### config.mk
export PLATFORM = sky130hd
export DESIGN_NAME = mem_port_arbiter
export DESIGN_NICKNAME = d
export VERILOG_FILES = /design/src/rtl/mem_port_arbiter.sv
export SDC_FILE = /design/constraint.sdc
export NUM_CORES = 1
export LEC_CHECK = 0
export BUFFER_PORTS_ARGS = -buffer_cell sky130_fd_sc_hd__buf_4
export CAP_MARGIN = 25
export CORE_MARGIN = 1
export CORE_UTILIZATION = 45
export CTS_BUF_LIST = sky130_fd_sc_hd__clkbuf_16
export DETAILED_ROUTE_END_ITERATION = 8
export GPL_ROUTABILITY_DRIVEN = 0
export PLACE_DENSITY_LB_ADDON = 0.1
export SYNTH_ARGS = -nofsm -noshare
export SYNTH_HDL_FRONTEND = slang
export SYNTH_SLANG_ARGS = --single-unit
### constraint.sdc
create_clock -name clk -period 5.45 [get_ports clk]
set_clock_uncertainty 0.15 [all_clocks]
set_input_delay 0.2725 -clock clk [delete_from_list [all_inputs] [get_ports clk]]
set_output_delay 0.2725 -clock clk [all_outputs]
set_load 0.005 [all_outputs]
### src/rtl/mem_port_arbiter.sv
// Two-port (instruction fetch / data) arbiter in front of one single-ported,
// fixed-latency memory. Data requests win by default; a streak counter bounds IF starvation.
module mem_port_arbiter #(
  parameter int LATENCY    = 2,
  parameter int MAX_STREAK = 3
) (
  input  logic        clk,
  input  logic        rst,
  input  logic        if_req_valid,
  input  logic [31:0] if_req_addr,
  output logic        if_req_ready,
  output logic        if_resp_valid,
  output logic [31:0] if_resp_rdata,
  input  logic        d_req_valid,
  input  logic        d_req_write,
  input  logic [31:0] d_req_addr,
  input  logic [31:0] d_req_wdata,
  output logic        d_req_ready,
  output logic        d_resp_valid,
  output logic [31:0] d_resp_rdata,
  output logic        mem_en,
  output logic        mem_we,
  output logic [31:0] mem_addr,
  output logic [31:0] mem_wdata,
  input  logic [31:0] mem_rdata,
  output logic        busy,
  output logic        owner
);

  typedef enum logic [1:0] {IDLE, CMD, WAIT, RESP} state_t;

  state_t      state_q;
  logic [3:0]  cnt_q;
  logic [3:0]  streak_q;
  logic        write_q;
  logic        owner_q;
  logic        mem_en_q, mem_we_q;
  logic [31:0] mem_addr_q, mem_wdata_q;
  logic        if_resp_valid_q, d_resp_valid_q;
  logic [31:0] if_resp_rdata_q, d_resp_rdata_q;

  logic can_accept;
  logic force_if;
  logic d_grant;
  logic if_grant;

  // Ready is gated by rst so nothing is ever accepted while reset is held.
  assign can_accept = !rst && (state_q == IDLE || state_q == RESP);
  assign force_if   = (streak_q == 4'(MAX_STREAK));
  assign d_grant    = can_accept && d_req_valid && !(if_req_valid && force_if);
  assign if_grant   = can_accept && if_req_valid && !d_grant;

  assign if_req_ready  = if_grant;
  assign d_req_ready   = d_grant;
  assign if_resp_valid = if_resp_valid_q;
  assign if_resp_rdata = if_resp_rdata_q;
  assign d_resp_valid  = d_resp_valid_q;
  assign d_resp_rdata  = d_resp_rdata_q;
  assign mem_en        = mem_en_q;
  assign mem_we        = mem_we_q;
  assign mem_addr      = mem_addr_q;
  assign mem_wdata     = mem_wdata_q;
  assign busy          = (state_q != IDLE);
  assign owner         = owner_q;

  always_ff @(posedge clk or posedge rst) begin
    if (rst) begin
      state_q         <= IDLE;
      cnt_q           <= '0;
      streak_q        <= '0;
      write_q         <= 1'b0;
      owner_q         <= 1'b0;
      mem_en_q        <= 1'b0;
      mem_we_q        <= 1'b0;
      mem_addr_q      <= '0;
      mem_wdata_q     <= '0;
      if_resp_valid_q <= 1'b0;
      d_resp_valid_q  <= 1'b0;
      if_resp_rdata_q <= '0;
      d_resp_rdata_q  <= '0;
    end else begin
      // Command and response registers are pulses: cleared unless set below.
      mem_en_q        <= 1'b0;
      mem_we_q        <= 1'b0;
      mem_addr_q      <= '0;
      mem_wdata_q     <= '0;
      if_resp_valid_q <= 1'b0;
      d_resp_valid_q  <= 1'b0;
      if_resp_rdata_q <= '0;
      d_resp_rdata_q  <= '0;

      if (if_grant) begin
        streak_q <= '0;
      end else if (d_grant && if_req_valid && !force_if) begin
        streak_q <= streak_q + 4'd1;
      end

      case (state_q)
        IDLE, RESP: begin
          if (d_grant || if_grant) begin
            state_q     <= CMD;
            owner_q     <= d_grant;
            write_q     <= d_grant && d_req_write;
            mem_en_q    <= 1'b1;
            mem_we_q    <= d_grant && d_req_write;
            mem_addr_q  <= d_grant ? d_req_addr : if_req_addr;
            mem_wdata_q <= d_grant ? d_req_wdata : 32'd0;
          end else begin
            state_q <= IDLE;
          end
        end
        CMD: begin
          cnt_q   <= 4'(LATENCY - 1);
          state_q <= WAIT;
        end
        WAIT: begin
          // cnt_q reaches zero in the cycle where mem_rdata is valid.
          if (cnt_q == 4'd0) begin
            state_q <= RESP;
            if (owner_q) begin
              d_resp_valid_q <= 1'b1;
              d_resp_rdata_q <= write_q ? 32'd0 : mem_rdata;
            end else begin
              if_resp_valid_q <= 1'b1;
              if_resp_rdata_q <= mem_rdata;
            end
          end else begin
            cnt_q <= cnt_q - 4'd1;
          end
        end
        default: state_q <= IDLE;
      endcase
    end
  end

endmodule

==> results.yml <==
run_status:
  status: "finished, final reports clean"
cts:
  clockRootBuffer: "clkbuf_16"
  cts_tree: "yes"
  clkTransAtPathRegs_ns: 0.06
  cts_htree_levels: 4
  cts_sinks: 144
  clk_latency_ns: 0.41
  cts_buffers: 17
  clockBufferDepth: 2
synth:
  synth_edf_count: 0
  ys_seq_area_share_pct: 68.8
  synth_cells: 431
  synth_top_area_share_pct: 68.8
  yosysTopAreaCell: "dfrtp_1"
  yosys.cell_count.top_type: "dfrtp_1"
  syn_nets: 569
  yosys-top-cells-count: "dfrtp_1 (144), nand3_1 (66), and2_1 (64)"
  synth_cell_types: 33
  syn-cell-area_um2: 5240
  ys_ff_latch: 144
  async_flop_share_pct: 100
  ys.flop_type: "dfrtp_1"
  ys_warn_count: 0
  syn-mean-instance-area_um2: 12.2
  ys_top_cells_by_area: "dfrtp_1 (69%), and2_1 (7.6%), nand3_1 (6.3%), and3_1 (3.9%), o21ai_0 (3.1%)"
routing:
  wl_um: 16600
  drt-initial-drc-count: 372
  wl_per_cell_um: 17.0
  drt-pass1-iter-count: 5
  antenna_left: 0
  drc: 0
  vias: 4839
  vias_per_cell: 4.95
global_route:
  antenna_found_initial: 0
  grtUsageTotal_pct: 27.7
  grt_pass1_wl_um: 24600
  gr-total-overflow: 0
  grt_max_degree: 87
  grt_pass1_vias: 4998
finish:
  drive_gt1_share_pct: 37.3
  diodes: 0
  final_nets: 959
  stdcell_count: 977
  area_growth_syn_to_layout_pct: 76.1
floorplan:
  initial_core_util_pct: 46.1
  dieWidth_um: 110
  pin_count: 269
  core_um2: 11400
  dieArea_um2: 12100
  die_y_um: 110
  row_count: 39
sta:
  fmax_ghz: 0.299
  rsz0062_at_grt: "no"
  hold_viol: 0
  worstMarginPinSlew_ns: 0.764
  fin_crit_sh_pct: 61.4
  holdWs_ns: 0.0262
  report.final.slew_viol_count: 0
  relSlewSlack_pct: 49.0
  finalSetupViolations: 0
  tns_ns: 0
  min_period_ns: 3.35
power:
  p_int_uw: 2530
  leakage_uw: 0.00495
  peakVddDrop_v: 0.000268
  clkPwrFrac_pct: 32.3
  switchingPower_uw: 986
  power_frac_comb_pct: 29.6
  powerDensity_nw_per_um2: 381
  switching_share_pct: 28.1
  p_seq_share_pct: 38.1
critical_path:
  reg2reg_depth: 8
  critPathLaunchType: "flip-flop"
  r2r_start: "state_q[1]"
  crit_fanout: 69
  worstPathRequired_ns: 5.58
  crit_type: "flip-flop to flip-flop"
  r2r_setup_slack_ns: 2.10
  regToRegEndpoint: "mem_addr[22]"
  arrival_ns: 3.48
  cp-end-kind: "flip-flop"
worst_hold_path:
  min-delay-start: "d_req_write"
  holdPathEnd: "mem_we"
  worstHoldPathCells: 2
  min_path_type: "input pin to flip-flop"
placed_design:
  dp.cells: 816
  port_buffers: 268
  dp_hpwl_um: 9650
flow_run:
  maxCapViolCount: 0
==> per-stage QoR <==
step	util [%]	setup WS, ns	total power, uW	cell area [um^2]
after floorplan	-	1.16	1740	5240
after global placement	64.7	2.63	2170	7360
after detailed placement	64.7	2.56	2210	7360
after CTS	81.2	2.10	3500	9230
after global routing	81.2	1.82	3680	9230
final	81.2	2.10	3510	9230
==> repair_timing <==
item / 4_1_cts / 5_1_grt
hold buffers: 129 / 0
setup buffers: 0 / 0
hold endpoints to repair: 213 / 0
resized for setup: 0 / 0
setup endpoints to repair: 0 / 0
==> power groups by stage <==
stage          Sequential, uW  Clock, uW  Combinational [uW]
2_1_floorplan            1360          0                 387
3_3_place_gp             1340          0                 832
3_5_place_dp             1350          0                 855
4_1_cts                  1340       1150                1020
5_1_grt                  1350       1200                1130
6_report                 1340       1130                1040
==> critical path, stage by stage (launching register included) <==
cell           delay, ns
dfrtp_1             0.37
inv_1               0.07
ha_1                0.37
nor3b_4             0.20
buf_4               0.54
nand2_1             0.21
inv_2               0.45
o21ai_0             0.21
dlygate4sd3_1       0.64
==> layout by cell type (no fill, tap or decap), types with 2 or more instances in the layout <==
cell type | netlist | routed
nand2_1 | 6 | 6
dfrtp_1 | 144 | 144
dlygate4sd3_1 | 0 | 129
clkbuf_16 | 0 | 17
buf_4 | 0 | 274
and2_1 | 64 | 64
clkinv_2 | 0 | 5
nor2_1 | 4 | 3
inv_1 | 11 | 13
and3_1 | 33 | 33
nand4bb_2 | 1 | 2
o21ai_0 | 32 | 32
mux2i_1 | 4 | 4
ha_1 | 5 | 5
o21ai_1 | 8 | 8
a21o_1 | 2 | 2
nand2b_1 | 2 | 2
bufinv_16 | 0 | 3
clkinvlp_4 | 0 | 2
nand3_1 | 66 | 66
==> state kept, by name, summed over array words and instances (netlist names) <==
name,flops
cnt_q,4
mem_wdata,32
if_resp_valid,1
streak_q,4
write_q,1
mem_en,1
state_q,2
owner,1
if_resp_rdata,32
mem_we,1
d_resp_valid,1
d_resp_rdata,32
mem_addr,32
==> layout make-up <==
| cell class | count | area, um^2 |
|---|---|---|
| inverters | 12 | 50.0 |
| clock inverters | 15 | 154 |
| repair buffers | 403 | 3350 |
| well taps | 143 | 179 |
| clock buffers | 17 | 425 |
| multi-input cells | 243 | 1470 |
| flip-flops and latches | 144 | 3600 |
| fillers | 664 | 2140 |
==> cells by family after synthesis <==
family,Yosys count,share of synthesized area [%]
AND/OR/NAND/NOR,184,20.4
multiplexers,5,0.979
buffers and inverters,44,3.49
AO/OA/AOI/OAI,49,5.13
flip-flops,144,68.8
adder cells (fa/ha/maj),5,1.19
==> metal layers <==
metal	global-route usage, %	share of wire [%]	vias up
met3	9.19	8.8	47
met1	31.9	37	2318
met5	0	0	-
met2	46.3	51	256
li1	-	-	2218
met4	13.5	3.1	0
==> worst max-delay path by stage <==
stage | startpoint | endpoint | slack (ns) | cells past startpoint
finish | state_q[1] | mem_addr[22] | 2.10 | 8
global route | state_q[1] | mem_addr[22] | 1.82 | 8
CTS | state_q[1] | if_req_ready | 2.10 | 8
detailed placement | state_q[1] | if_req_ready | 2.56 | 8
global placement | state_q[0] | if_req_ready | 2.63 | 8
floorplan | rst | cnt_q[0] | 1.16 | 1
Note: power is estimated with default switching activity, not from simulation.
